## config.mk

```make
export PLATFORM = sky130hd
export DESIGN_NAME = pin_input_conditioner
export DESIGN_NICKNAME = d
export VERILOG_FILES = /design/src/rtl/p1v_pin_pkg.sv /design/src/rtl/pin_deglitch.sv /design/src/rtl/pin_input_conditioner.sv
export SDC_FILE = /design/constraint.sdc
export NUM_CORES = 1
export LEC_CHECK = 0
export ABC_AREA = 1
export CORE_MARGIN = 3
export CORE_UTILIZATION = 40
export CTS_CLUSTER_SIZE = 8
export DETAILED_ROUTE_END_ITERATION = 16
export PLACE_DENSITY_LB_ADDON = 0.08
export SYNTH_ARGS = -nofsm -noshare
export SYNTH_HDL_FRONTEND = slang
export SYNTH_SLANG_ARGS = --single-unit
```

## constraint.sdc

```tcl
create_clock -name pllX16 -period 0.8 [get_ports pllX16]
set_input_delay 0.24 -clock pllX16 [delete_from_list [all_inputs] [get_ports pllX16]]
set_output_delay 0.24 -clock pllX16 [all_outputs]
set_load 0.02 [all_outputs]
```

## src/rtl/p1v_pin_pkg.sv

```systemverilog
// Shared definitions for the Propeller pin-input conditioning path: pin count,
// the pin vector type, and the legal bounds of the conditioner's parameters.
package p1v_pin_pkg;

    localparam int NUMPINS = 32;

    typedef logic [NUMPINS-1:0] pin_vec_t;

    localparam int SYNC_STAGES_MIN     = 2;
    localparam int SYNC_STAGES_MAX     = 4;
    localparam int PIPELINE_STAGES_MIN = 0;
    localparam int PIPELINE_STAGES_MAX = 4;
    localparam int FILTER_LEN_MIN      = 1;
    localparam int FILTER_LEN_MAX      = 255;

endpackage

```

## src/rtl/pin_deglitch.sv

```systemverilog
// Single-bit deglitch filter: a new level is accepted only after it has been
// seen on the synchronized input for FILTER_LEN consecutive cycles.
module pin_deglitch
    import p1v_pin_pkg::*;
#(
    parameter int   FILTER_LEN = 4,
    parameter logic INIT_BIT   = 1'b0
) (
    input  logic pllX16,
    input  logic res,
    input  logic sync_i,
    output logic filt_o
);

    localparam int CW = $clog2(FILTER_LEN + 1);

    logic [CW-1:0] cnt_q, cnt_d;
    logic          filt_q, filt_d;

    // The counter only advances while the input disagrees with the held level,
    // and is cleared on acceptance, so it tops out at FILTER_LEN-1.
    always_comb begin
        cnt_d  = cnt_q;
        filt_d = filt_q;
        if (sync_i == filt_q) begin
            cnt_d = '0;
        end else if (cnt_q == CW'(FILTER_LEN - 1)) begin
            filt_d = sync_i;
            cnt_d  = '0;
        end else begin
            cnt_d = cnt_q + 1'b1;
        end
    end

    always_ff @(posedge pllX16) begin
        if (res) begin
            cnt_q  <= '0;
            filt_q <= INIT_BIT;
        end else begin
            cnt_q  <= cnt_d;
            filt_q <= filt_d;
        end
    end

    assign filt_o = filt_q;

endmodule

```

## src/rtl/pin_input_conditioner.sv

```systemverilog
// Synchronizes, optionally deglitches (PIN_DEGLITCH_EN), retimes and edge-detects
// the 32 pad inputs; pins driven by the Propeller read back pin_out directly.
module pin_input_conditioner
    import p1v_pin_pkg::*;
#(
    parameter int                 SYNC_STAGES     = 2,
    parameter int                 PIPELINE_STAGES = 2,
    parameter int                 FILTER_LEN      = 4,
    parameter logic [NUMPINS-1:0] INIT            = '0
) (
    input  logic               pllX16,
    input  logic               res,
    input  logic [NUMPINS-1:0] pin_in,
    input  logic [NUMPINS-1:0] pin_out,
    input  logic [NUMPINS-1:0] pin_dir,
    output logic [NUMPINS-1:0] prop_input_bus,
    output logic [NUMPINS-1:0] edge_rise,
    output logic [NUMPINS-1:0] edge_fall
);

    if (SYNC_STAGES < SYNC_STAGES_MIN || SYNC_STAGES > SYNC_STAGES_MAX) begin : g_bad_sync
        $error("pin_input_conditioner: SYNC_STAGES out of range");
    end
    if (PIPELINE_STAGES < PIPELINE_STAGES_MIN || PIPELINE_STAGES > PIPELINE_STAGES_MAX) begin : g_bad_pipe
        $error("pin_input_conditioner: PIPELINE_STAGES out of range");
    end
    if (FILTER_LEN < FILTER_LEN_MIN || FILTER_LEN > FILTER_LEN_MAX) begin : g_bad_filt
        $error("pin_input_conditioner: FILTER_LEN out of range");
    end

    (* ASYNC_REG = "TRUE" *) pin_vec_t sync_q [SYNC_STAGES];
    pin_vec_t filt;
    pin_vec_t cond;
    pin_vec_t cond_q;
    pin_vec_t rise_q, rise_d;
    pin_vec_t fall_q, fall_d;

    // Plain flop chain from the pads; nothing may sit between stages.
    always_ff @(posedge pllX16) begin
        if (res) begin
            for (int s = 0; s < SYNC_STAGES; s++) sync_q[s] <= INIT;
        end else begin
            sync_q[0] <= pin_in;
            for (int s = 1; s < SYNC_STAGES; s++) sync_q[s] <= sync_q[s-1];
        end
    end

`ifdef PIN_DEGLITCH_EN
    for (genvar i = 0; i < NUMPINS; i++) begin : g_filt
        pin_deglitch #(
            .FILTER_LEN (FILTER_LEN),
            .INIT_BIT   (INIT[i])
        ) u_deglitch (
            .pllX16 (pllX16),
            .res    (res),
            .sync_i (sync_q[SYNC_STAGES-1][i]),
            .filt_o (filt[i])
        );
    end
`else
    assign filt = sync_q[SYNC_STAGES-1];
`endif

    if (PIPELINE_STAGES == 0) begin : g_nopipe
        assign cond = filt;
    end else begin : g_pipe
        pin_vec_t pipe_q [PIPELINE_STAGES];

        always_ff @(posedge pllX16) begin
            if (res) begin
                for (int s = 0; s < PIPELINE_STAGES; s++) pipe_q[s] <= INIT;
            end else begin
                pipe_q[0] <= filt;
                for (int s = 1; s < PIPELINE_STAGES; s++) pipe_q[s] <= pipe_q[s-1];
            end
        end

        assign cond = pipe_q[PIPELINE_STAGES-1];
    end

    // cond_q resets to INIT alongside the data path, so leaving reset never looks like an edge.
    assign rise_d = cond & ~cond_q;
    assign fall_d = ~cond & cond_q;

    always_ff @(posedge pllX16) begin
        if (res) begin
            cond_q <= INIT;
            rise_q <= '0;
            fall_q <= '0;
        end else begin
            cond_q <= cond;
            rise_q <= rise_d;
            fall_q <= fall_d;
        end
    end

    assign edge_rise      = rise_q;
    assign edge_fall      = fall_q;
    assign prop_input_bus = (pin_dir & pin_out) | (~pin_dir & cond);

endmodule

```

==> metrics.md <==
| Metric | Value |
|---|---|
| Status | `finished, violations left` |
| Failing checks | `negative setup slack` |
| Leak Pwr | `slightly above 0.005 µW` |
| Sequential share of the synthesized area | `67.4%` |
| Worst Slack Setup Final | `-0.530 ns` |
| Vias in the first global route | `between 4000 and 5000` |
| RSZ-0062 raised after global routing | `true` |
| Rows | `46` |
| Req. time, crit path | `about 0.56 ns` |
| Initial antenna violation count | `0` |
| Vias | `roughly 5000` |
| # hold bufs at CTS | `0` |
| Grt ovf | `0` |
| CTS Buffer Depth | `3` |
| Crit path max fanout | `2` |
| Post-Route WL | `approximately 12000 µm` |
| Worst hold slack | `0.0441 ns` |
| Post-synth cell types | `7` |
| Final core utilization | `between 60% and 70%` |
| Final hold vios | `0` |
| Overall global routing resource usage | `13.3%` |
| Critical Path AT | `1.09 ns` |
| Final ANT Viol Nets | `0` |
| IO Port Bufs | `around 190` |
| Final Wtd Congestion | `0.732` |
| Max-Cap Viols | `0` |
| Diodes inserted | `0` |
| Post-Syn Area | `roughly 6700 µm²` |
| Wire per inst | `9.69 µm` |
| Min Tclk post-route | `1.33 ns` |
| Pin count of the biggest net entering global routing | `35` |
| Worst Tran Pin Value | `around 0.23 ns` |
| VDD IR max | `roughly 0.0016 V` |
| PD cells | `around 2300 nW/µm²` |
| Die width | `135 µm` |
| Max frequency | `around 750 MHz` |
| Clock Sinks | `about 220` |
| Number of DRC markers in iteration 0 | `between 150 and 200` |
| Synth warnings | `0` |
| I/O pins | `around 190` |
| Area grow syn2layout | `53.8%` |
| Syn Nets | `slightly below 900` |
| Most frequent cells in the layout | `inv_1 (192), nor2_1 (192), nand2_1 (149)` |
| TritonCTS buffer count | `31` |
| Syn_area_per_cell | `between 8 and 9 µm²` |
| Drt pass-1 iters | `4` |
| Slew Limit Headroom | `84.3%` |
| Die height | `135 µm` |
| Worst Setup End Kind | `output pin` |
| Synth Instances | `approximately 790` |
| Vias per std cell | `a little under 4` |
| TritonCTS clock tree | `yes` |
| Root buf cell | `clkbuf_16` |
| Share of cells above drive strength 1 | `between 20% and 30%` |
| Reg clk slew, reported paths | `0.05 ns` |
| Final setup skew | `a little over 0.008 ns` |
| Max-slew violations | `0` |
| Final nets | `between 1000 and 1500` |
| Total Die Area | `18200 µm²` |
| Setup violators final | `between 90 and 100` |
| Core area | `between 15000 and 20000 µm²` |
| Post-synthesis register bit count | `~220` |
| Crit path kind | `reg2out` |
| Initial Util | `about two fifths` |
| Crit start category | `register` |
| HP Class | `in2reg` |
| H-tree depth | `1` |
| Fin crit share | `166%` |
| DRC Markers | `0` |
| First-pass GRT wire length | `20000 µm` |
| HPWL Detailed | `8500 µm` |
| Clk_lat worst skew | `around 0.5 ns` |
-- Yosys cell counts --
cell type    n  area, µm²
inv_1      192        721
buf_2       11       55.1
dfxtp_1    224       4480
nand2_1    160        601
inv_2        1       3.75
buf_4        9       67.6
nor2_1     192        721
-- worst paths after layout --
check / to / from / cells past startpoint / slack [ns]
setup reg to reg: edge_rise[17] / g_pipe.pipe_q[0][49] / 4 / 0.04
setup / recovery: prop_input_bus[3] / g_pipe.pipe_q[0][35] / 3 / -0.53
hold / removal: g_pipe.pipe_q[0][54] / res / 3 / 0.04
hold reg to reg: g_pipe.pipe_q[0][39] / g_pipe.pipe_q[0][7] / 2 / 0.39
-- metrics by stage --
step / setup TNS (ns) / area (µm²) / total power (µW) / setup WS, ns / instances
after floorplan: 0 / 6650 / 12300 / 0.0373 / 789
after global placement: -65.80 / 9130 / 13200 / -0.886 / 1223
after detailed placement: -67.13 / 9130 / 13300 / -0.880 / 1223
after CTS: -43.06 / 10200 / 24100 / -0.564 / 1260
after global routing: -44.64 / 10200 / 24800 / -0.597 / 1261
final: -40.03 / 10200 / 23800 / -0.530 / 1261
-- registers in the layout, indices dropped and copies added, names as in the netlist --
| register | flops |
|---|---|
| g_pipe.pipe_q | 64 |
| sync_q | 64 |
| cond_q | 32 |
| edge_fall | 32 |
| edge_rise | 32 |
-- timing repair --
action                                  in CTS  in global routing
resized for setup                          674                 12
endpoints found under the setup margin      96                 98
pin swaps                                   11                 14
setup buffers                                6                  1
-- routing by layer --
layer | GRT usage (%) | share of wire (%) | vias up | routed length, µm
met5 | 0 | 0 | - | 0
met4 | 4.42 | 2.5 | 0 | 310
met3 | 4.06 | 7.3 | 24 | 887
met2 | 22.6 | 47 | 127 | 5710
met1 | 16.0 | 43 | 2058 | 5310
li1 | - | - | 2688 | -
-- where the power goes --
group	switching, µW	internal, µW	leakage [µW]
Sequential	79.1	11500	0.00187
Combinational	662	904	0.00293
Clock	3980	6680	0.000382
Total	4720	19000	0.00518
-- cell families (layout without fill, tap and decap cells) --
kind of cell / count (synthesis) / in the layout / synth area share (%)
AND/OR/NAND/NOR: 352 / 352 / 19.9
flip-flops: 224 / 224 / 67.4
buffers and inverters: 213 / 469 / 12.7
-- area by class of cell --
class / count / area (µm²)
Fill cell: 1330 / 5830
Tap cell: 216 / 270
Inverter: 193 / 724
Timing Repair Buffer: 245 / 2500
Clock buffer: 31 / 776
Multi-Input combinational cell: 352 / 1350
Sequential cell: 224 / 4600
-- critical path, stage by stage (launching register included) --
cell and delay (ns):
dfxtp_2 0.34, nand2_1 0.05, nand2_1 0.07, buf_6 0.12
Power figures use the tool's default switching activity.
